File: config.mk
export PLATFORM = sky130hd
export DESIGN_NAME = textmode_timing_gen
export DESIGN_NICKNAME = d
export VERILOG_FILES = /design/src/rtl/textmode_timing_gen.sv
export SDC_FILE = /design/constraint.sdc
export NUM_CORES = 1
export LEC_CHECK = 0
export ABC_AREA = 1
export CORE_UTILIZATION = 50
export CTS_BUF_LIST = sky130_fd_sc_hd__clkbuf_8
export DETAILED_ROUTE_END_ITERATION = 10
export GPL_ROUTABILITY_DRIVEN = 0
export GPL_TIMING_DRIVEN = 0
export PLACE_DENSITY_LB_ADDON = 0.2
export SLEW_MARGIN = 20
export SYNTH_ARGS = -nofsm -noshare
export SYNTH_HDL_FRONTEND = slang
export SYNTH_SLANG_ARGS = --single-unit
File: constraint.sdc
create_clock -name clk -period 2.52 [get_ports clk]
set_input_delay 0.504 -clock clk [delete_from_list [all_inputs] [get_ports clk]]
set_output_delay 0.504 -clock clk [all_outputs]
set_load 0.1 [all_outputs]
File: src/rtl/textmode_timing_gen.sv
// textmode_timing_gen
//   Parametrised raster timing generator for the text-mode display path.
//   Walks a pixel position (hcnt, vcnt) held PIX_DIV clocks each and decodes
//   display enable, syncs, text cell / in-cell coordinates, line and frame
//   strobes and a blink phase. All outputs are registered and decoded from
//   the next-state position, so they always match the current position.
//
//   Optional feature macro: TEXTMODE_TIMING_CURSOR_EN
//     adds parameters CUR_START/CUR_END, inputs cur_col/cur_row/cur_on and
//     the registered output cursor.
//
// Ports:
//   clk          system clock
//   rst_n        synchronous active-low reset
//   pix_en       high in the last clk of each pixel period
//   de           display enable (active pixel)
//   hsync/vsync  syncs, asserted level HSYNC_POL / VSYNC_POL
//   txtcol       text column (truncated to COL_W)
//   txtrow       text row (truncated to ROW_W)
//   chrcol       pixel within cell
//   chrrow       line within cell
//   line_start   level, position hcnt==0
//   frame_start  level, position hcnt==0 and vcnt==0
//   blink        blink phase
//   cur_col/cur_row/cur_on/cursor  (cursor build only)
module textmode_timing_gen #(
    parameter int PIX_DIV      = 2,
    parameter int H_ACTIVE     = 640,
    parameter int H_FP         = 16,
    parameter int H_SYNC       = 96,
    parameter int H_BP         = 48,
    parameter int V_ACTIVE     = 480,
    parameter int V_FP         = 10,
    parameter int V_SYNC       = 2,
    parameter int V_BP         = 33,
    parameter bit HSYNC_POL    = 1'b0,
    parameter bit VSYNC_POL    = 1'b0,
    parameter int CHAR_W       = 8,
    parameter int CHAR_H       = 16,
    parameter int COL_W        = 7,
    parameter int ROW_W        = 5,
`ifdef TEXTMODE_TIMING_CURSOR_EN
    parameter int CUR_START    = 14,
    parameter int CUR_END      = 15,
`endif
    parameter int BLINK_FRAMES = 60,
    localparam int CW = (CHAR_W > 1) ? $clog2(CHAR_W) : 1,
    localparam int RW = (CHAR_H > 1) ? $clog2(CHAR_H) : 1
) (
    input  logic             clk,
    input  logic             rst_n,
`ifdef TEXTMODE_TIMING_CURSOR_EN
    input  logic [COL_W-1:0] cur_col,
    input  logic [ROW_W-1:0] cur_row,
    input  logic             cur_on,
    output logic             cursor,
`endif
    output logic             pix_en,
    output logic             de,
    output logic             hsync,
    output logic             vsync,
    output logic [COL_W-1:0] txtcol,
    output logic [ROW_W-1:0] txtrow,
    output logic [CW-1:0]    chrcol,
    output logic [RW-1:0]    chrrow,
    output logic             line_start,
    output logic             frame_start,
    output logic             blink
);

    localparam int H_TOTAL = H_ACTIVE + H_FP + H_SYNC + H_BP;
    localparam int V_TOTAL = V_ACTIVE + V_FP + V_SYNC + V_BP;
    localparam int HW      = $clog2(H_TOTAL + 1);
    localparam int VW      = $clog2(V_TOTAL + 1);
    localparam int PW      = $clog2(PIX_DIV + 1);
    localparam int BW      = $clog2(BLINK_FRAMES);

    // running is clear for the first edge after reset so that edge loads
    // position (0,0) instead of advancing past it.
    logic             running;
    logic [PW-1:0]    pdiv,  n_pdiv;
    logic [HW-1:0]    hcnt,  n_hcnt;
    logic [VW-1:0]    vcnt,  n_vcnt;
    logic [BW-1:0]    bcnt,  n_bcnt;
    logic [CW-1:0]    n_chrcol;
    logic [COL_W-1:0] n_txtcol;
    logic [RW-1:0]    n_chrrow;
    logic [ROW_W-1:0] n_txtrow;
    logic             n_de, n_hs, n_vs, n_blink;

    // Next position. Cell coordinates are tracked incrementally (no divide):
    // the column pair steps with each active pixel, the row pair with each
    // active line, and both are forced to 0 outside their active range.
    always_comb begin
        n_pdiv   = pdiv;
        n_hcnt   = hcnt;
        n_vcnt   = vcnt;
        n_bcnt   = bcnt;
        n_chrcol = chrcol;
        n_txtcol = txtcol;
        n_chrrow = chrrow;
        n_txtrow = txtrow;
        if (!running) begin
            n_pdiv   = '0;
            n_hcnt   = '0;
            n_vcnt   = '0;
            n_bcnt   = '0;
            n_chrcol = '0;
            n_txtcol = '0;
            n_chrrow = '0;
            n_txtrow = '0;
        end else if (pdiv == PW'(PIX_DIV - 1)) begin
            n_pdiv = '0;
            if (hcnt == HW'(H_TOTAL - 1)) begin
                n_hcnt   = '0;
                n_chrcol = '0;
                n_txtcol = '0;
                if (vcnt == VW'(V_TOTAL - 1)) begin
                    n_vcnt = '0;
                    n_bcnt = (bcnt == BW'(BLINK_FRAMES - 1)) ? '0 : bcnt + 1'b1;
                end else begin
                    n_vcnt = vcnt + 1'b1;
                end
                if (n_vcnt == '0 || n_vcnt >= VW'(V_ACTIVE)) begin
                    n_chrrow = '0;
                    n_txtrow = '0;
                end else if (chrrow == RW'(CHAR_H - 1)) begin
                    n_chrrow = '0;
                    n_txtrow = txtrow + 1'b1;
                end else begin
                    n_chrrow = chrrow + 1'b1;
                end
            end else begin
                n_hcnt = hcnt + 1'b1;
                if (n_hcnt >= HW'(H_ACTIVE)) begin
                    n_chrcol = '0;
                    n_txtcol = '0;
                end else if (chrcol == CW'(CHAR_W - 1)) begin
                    n_chrcol = '0;
                    n_txtcol = txtcol + 1'b1;
                end else begin
                    n_chrcol = chrcol + 1'b1;
                end
            end
        end else begin
            n_pdiv = pdiv + 1'b1;
        end
    end

    always_comb begin
        n_de    = (n_hcnt < HW'(H_ACTIVE)) && (n_vcnt < VW'(V_ACTIVE));
        n_hs    = (n_hcnt >= HW'(H_ACTIVE + H_FP)) &&
                  (n_hcnt <  HW'(H_ACTIVE + H_FP + H_SYNC));
        // vcnt only moves on the hcnt wrap, so vsync only changes at hcnt==0
        n_vs    = (n_vcnt >= VW'(V_ACTIVE + V_FP)) &&
                  (n_vcnt <  VW'(V_ACTIVE + V_FP + V_SYNC));
        n_blink = n_bcnt < BW'(BLINK_FRAMES / 2);
    end

`ifdef TEXTMODE_TIMING_CURSOR_EN
    logic n_cursor;
    always_comb begin
        n_cursor = n_de && cur_on && (n_txtcol == cur_col) && (n_txtrow == cur_row) &&
                   (int'(n_chrrow) >= CUR_START) && (int'(n_chrrow) <= CUR_END) &&
                   n_blink;
    end
`endif

    always_ff @(posedge clk) begin
        if (!rst_n) begin
            running     <= 1'b0;
            pdiv        <= '0;
            hcnt        <= '0;
            vcnt        <= '0;
            bcnt        <= '0;
            txtcol      <= '0;
            txtrow      <= '0;
            chrcol      <= '0;
            chrrow      <= '0;
            pix_en      <= 1'b0;
            de          <= 1'b0;
            hsync       <= ~HSYNC_POL;
            vsync       <= ~VSYNC_POL;
            line_start  <= 1'b0;
            frame_start <= 1'b0;
            blink       <= 1'b1;
`ifdef TEXTMODE_TIMING_CURSOR_EN
            cursor      <= 1'b0;
`endif
        end else begin
            running     <= 1'b1;
            pdiv        <= n_pdiv;
            hcnt        <= n_hcnt;
            vcnt        <= n_vcnt;
            bcnt        <= n_bcnt;
            txtcol      <= n_txtcol;
            txtrow      <= n_txtrow;
            chrcol      <= n_chrcol;
            chrrow      <= n_chrrow;
            pix_en      <= (n_pdiv == PW'(PIX_DIV - 1));
            de          <= n_de;
            hsync       <= n_hs ? HSYNC_POL : ~HSYNC_POL;
            vsync       <= n_vs ? VSYNC_POL : ~VSYNC_POL;
            line_start  <= (n_hcnt == '0);
            frame_start <= (n_hcnt == '0) && (n_vcnt == '0);
            blink       <= n_blink;
`ifdef TEXTMODE_TIMING_CURSOR_EN
            cursor      <= n_cursor;
`endif
        end
    end

endmodule

After elaboration in Yosys (flattened, before gate mapping)
Cells that the tools add are included.

storage, ports and cells
  register bits = 55
  bits in latches = 0
  RAM bits = 0
  bits in read-only memories = 0
  output and inout port bits = 26
  memories kept = 0

cells by class
  add/sub/neg operators = 8
  multipliers = 0
  div/mod/pow operators = 0
  order comparisons = 9
  equality and inequality tests = 7
  shift-type cells = 0
  multiplexer cells = 30
  bitwise gates (word level) = 0
  reductions and logical operators = 14

operators with widths
  operator                                                                              count
  10-bit two-way mux                                                                    10
  10-bit zero test                                                                      3
  6-bit two-way mux                                                                     5
  7-bit two-way mux                                                                     3
  10-bit by 1-bit adder with 10-bit output, second input constant                       2
  10-bit equality test, second input constant                                           2
  10-bit greater-or-equal comparator, second input constant                             2
  10-bit by 9-bit greater-or-equal comparator with 1-bit output, second input constant  2
  10-bit less-than comparator, second input constant                                    2
  10-bit by 9-bit less-than comparator with 1-bit output, second input constant         2
  5-bit two-way mux                                                                     2
  3-bit two-way mux                                                                     3
  4-bit two-way mux                                                                     2
  7-bit by 1-bit adder with 7-bit output, second input constant                         1
  6-bit by 1-bit adder with 6-bit output, second input constant                         1
  6-bit equality test, second input constant                                            1
  6-bit by 5-bit less-than comparator with 1-bit output, second input constant          1
  2-bit AND reduction                                                                   3
  5-bit by 1-bit adder with 5-bit output, second input constant                         1
  4-bit by 1-bit adder with 4-bit output, second input constant                         1
  2-bit by 1-bit equality test with 1-bit output, second input constant                 2
  4-bit equality test, second input constant                                            1
  1-bit logical AND                                                                     4
  2-bit two-way mux                                                                     2
  8 further kinds                                                                       10

Logic depth before layout (Yosys ltp)
  word-level depth = 11
  mapped depth = 15

Least setup slack after synthesis
OpenSTA, ideal clock, no wires.

  path type = reg2reg
  start = register txtcol[0]
  end = register txtcol[6]
  library setup time = 0.065 ns
  arrival time = 2.085 ns
  required time = 2.455 ns
  path slack = 0.370 ns
  stages on the path, launching flop included = 9
  buffers on the path = 0
  clock period less this slack = 2.150 ns
  path through = dfxtp_1 ha_1 nand3_1 nor2_1 nand2_1 xor2_1 o21ai_0 nand2_1 nor2_1

on the way
  cells in the longest elaborated chain, start to end = 4

RTL lines
  item                                    line  source
  start, declared                         62    output logic [COL_W-1:0] txtcol,
  start signal, assigned                  196   txtcol <= n_txtcol;
  7-bit by 1-bit adder with 7-bit output  140   n_txtcol = txtcol + 1'b1;
  7-bit two-way mux                       138   end else if (chrcol == CW'(CHAR_W - 1)) begin
  7-bit two-way mux                       135   if (n_hcnt >= HW'(H_ACTIVE)) begin
  7-bit two-way mux                       114   if (hcnt == HW'(H_TOTAL - 1)) begin

No other way between the ends. The select of a mux whose other input is x is not followed.
A chain may end at the register's enable or synchronous reset.

Worst setup path after layout
  start = register txtrow[2]
  end = output port txtrow[2]

RTL lines
  item                    line  source
  start, declared         63    output logic [ROW_W-1:0] txtrow,
  start signal, assigned  197   txtrow <= n_txtrow;

No word-level cell between the ends.

==> results.json <==
{
  "avgRoutedWirePerCell_um": 11.4,
  "timing.fmax_mhz": 415,
  "port_buffers": 27,
  "pin_count_of_the_biggest_net_entering_global_routing": 17,
  "mostFrequentLayoutCell": "nor2_1",
  "largest_fanout_of_any_net_on_the_critical_path": 5,
  "yosys_register_bits": 55,
  "vias": 2901,
  "status": "complete, no violations",
  "clkSlewWorstSetupHoldPaths_ns": 0.10,
  "detail_route.wirelength_um": 6590,
  "cts_hold_buf": 0,
  "r2r_slack_ns": 0.40,
  "postSynthAreaPerCell_um2": 6.60,
  "clk_latency_ns": 0.30,
  "syn_to_final_growth_pct": 15.7,
  "sequential_element_share_of_the_synthesized_area_pct": 35.5,
  "holdPathStages": 1,
  "clock_sink_count": 55,
  "synth.largest_area_cell": "dfxtp_1",
  "top_level_ports": 28,
  "dr.first_iter.drc_count": 131,
  "max_slew.worst_pin.slew_ns": 0.979,
  "mappedNetlistNets": 482,
  "floorplan.die.width_um": 80.8,
  "h-tree-depth": 2,
  "fin_crit_ns": 2.41,
  "crit_arrival_ns": 1.90,
  "slew_violations": 0,
  "synthCells": 470,
  "tritoncts_clock_tree": "done",
  "ir_worst_vdd_mv": 0.251,
  "timing.max_cap.violations": 0,
  "int_power_mw": 1.23,
  "path_buf_inv": 1,
  "ant_nets": 0,
  "critical_path.max_stage_delay_ns": 1.17,
  "yosysWarningCount": 0,
  "power_frac_comb_pct": 8.0,
  "grt_first_pass_wirelength_um": 11400,
  "dr.pass1.iters": 5,
  "end_kind": "primary output",
  "worst-endpoint-required_ns": 2.02,
  "switching_share_pct": 23.8,
  "final_nets": 516,
  "worst-r2r-cell-count": 15,
  "crit_path_cell_trace": "clkdlybuf4s50_1",
  "worst-setup-path-type": "flop to primary output",
  "hold_path.class": "flop to flop",
  "syn_area_mm2": 0.00310,
  "placed_area_mm2": 0.00347,
  "timing_hold_violations_final": 0,
  "maxSlewHeadroom_pct": 34.5,
  "fin_tns_setup_ns": 0,
  "coreArea_mm2": 0.00596,
  "initial_util_pct": 52.1,
  "min-delay-start": "pdiv[1]$_SDFF_PN0_",
  "multi_input_comb_area_mm2": 0.00176,
  "final-seq-area_mm2": 0.00110,
  "area_of_all_placed_cells_without_fillers_mm2": 0.00359,
  "crit_family": "buffers and inverters",
  "yosys.area.top_type_share_pct": 35.5,
  "initial_antenna_violation_count": 0,
  "cts_inserted_buffers": 5,
  "placed_wire_length_estimate_um": 4930,
  "timing.critical_path.slowest_stage_cell": "clkdlybuf4s50_1",
  "layout-drive-gt1-share_pct": 6.53,
  "r2r-end": "txtrow[2]$_SDFFE_PN0P_",
  "rows": 28,
  "insertedDiodeCount": 0,
  "detail_route.drc_violations": 0,
  "final.fill_count": 577,
  "overflow": 0,
  "synth_area_leaders": "dfxtp_1 (35%), nor2_1 (13%), nand2_1 (13%)",
  "cellPowerDensity_mw_per_mm2": 451,
  "critPathLaunchType": "flop",
  "power.leakage_nw": 1.61,
  "clkPwrFrac_pct": 37.3,
  "layout_common_cells": "nor2_1 (108), nand2_1 (107), dfxtp_1 (55)",
  "vias_per_cell": 5.00,
  "number_of_global_route_vias_before_repair": 2637,
  "timing.final.setup_violations": 0,
  "synthDistinctLibCells": 35,
  "seq_power_share_pct": 54.7,
  "grt_usage_pct": 22.1,
  "ctsRootBufferMaster": "clkbuf_8",
  "layout_worst_path_cycle_share_pct": 95.5,
  "skew_ns": 0.00747,
  "crit-reg2reg-launch": "vcnt[0]$_SDFF_PN0_",
  "switching_power_uw": 385,
  "die-area_mm2": 0.00652,
  "cts_max_path_buffers": 2,
  "floorplan.die.height_um": 80.8,
  "timing.hold.worst_endpoint": "pix_en$_SDFF_PN0_",
  "grt_setup_unrepaired": "false"
}
## per-layer routing
layer,vias up,wire length [um],track usage [%]
li1,1551,-,-
met1,1296,3250,28.6
met2,47,3070,37.3
met3,7,218,4.16
met4,0,51,6.43
met5,-,0,0
## cells by family (layout without fill, tap and decap cells)
group                    Yosys count  count (layout)  share of synthesized area [%]
AO/OA/AOI/OAI                     44              44                           8.35
XOR/XNOR                          16              16                           4.52
adder cells (fa/ha/maj)           10              10                           4.03
buffers and inverters             58              93                           7.82
flip-flops                        55              55                           35.5
AND/OR/NAND/NOR                  287             287                           39.8
## power by group through the flow
stage / combinational (mW) / clock, mW / sequential (mW)
4_1_cts: 0.130 / 0.619 / 0.886
6_report: 0.129 / 0.604 / 0.885
5_1_grt: 0.141 / 0.660 / 0.887
3_3_place_gp: 0.128 / 0 / 0.906
3_5_place_dp: 0.129 / 0 / 0.906
2_1_floorplan: 0.0531 / 0 / 0.951
## worst max-delay path by stage
stage                           startpoint                     end  cells after the start
floorplan           txtcol[0]$_SDFFE_PN0P_  txtcol[6]$_SDFFE_PN0P_                      8
global placement                     rst_n  txtcol[2]$_SDFFE_PN0P_                      6
detailed placement                   rst_n  txtcol[2]$_SDFFE_PN0P_                      6
CTS                 txtrow[2]$_SDFFE_PN0P_               txtrow[2]                      1
global route        txtrow[2]$_SDFFE_PN0P_               txtrow[2]                      1
finish              txtrow[2]$_SDFFE_PN0P_               txtrow[2]                      1
## repair_timing
| item | in CTS | in global routing |
|---|---|---|
| endpoints found under the setup margin | 0 | 1 |
| gates resized for setup | 0 | 1 |
| buffers inserted | 0 | 0 |
## stage by stage
stage / utilization, % / worst slack (ns) / total power [mW] / hold slack, ns / cells
finish: 60.3 / 0.113 / 1.62 / 0.462 / 580
global route: 60.3 / 0.0470 / 1.69 / 0.467 / 580
global placement: 58.2 / 0.183 / 1.03 / 0.442 / 572
CTS: 60.2 / 0.0977 / 1.64 / 0.459 / 580
floorplan: - / 0.370 / 1.00 / 0.421 / 470
detailed placement: 58.2 / 0.162 / 1.03 / 0.443 / 572
## cells in the mapped netlist (all sizes together)
| master | n |
|---|---|
| clkbuf | 2 |
| nor4 | 1 |
| ha | 10 |
| xor2 | 13 |
| nand4 | 6 |
| nand3 | 39 |
| nor3b | 1 |
| and2 | 1 |
| a21o | 1 |
| nand2 | 112 |
| nor3 | 11 |
| a211o | 1 |
| xnor2 | 3 |
| dfxtp | 55 |
| buf | 6 |
| o21ai | 19 |
| nor2 | 113 |
| o22ai | 1 |
| or2 | 3 |
| inv | 50 |
| o21bai | 1 |
| o211ai | 1 |
| a21oi | 20 |
## state kept, by name, indices dropped and copies added (netlist names)
register	count
txtrow	5
frame_start	1
running	1
de	1
vsync	1
hsync	1
vcnt	10
hcnt	10
pix_en	1
chrrow	4
pdiv	2
txtcol	7
blink	1
chrcol	3
bcnt	6
line_start	1
## cell type report
type | count | area share (%)
Buffer | 8 | 1.53
Clock buffer | 6 | 2.30
Clock inverter | 2 | 0.976
Inverter | 50 | 5.23
Multi-Input combinational cell | 357 | 49.1
Sequential cell | 55 | 30.7
Tap cell | 75 | 2.61
Timing Repair Buffer | 27 | 7.53
(Power assumes the default switching activity.)
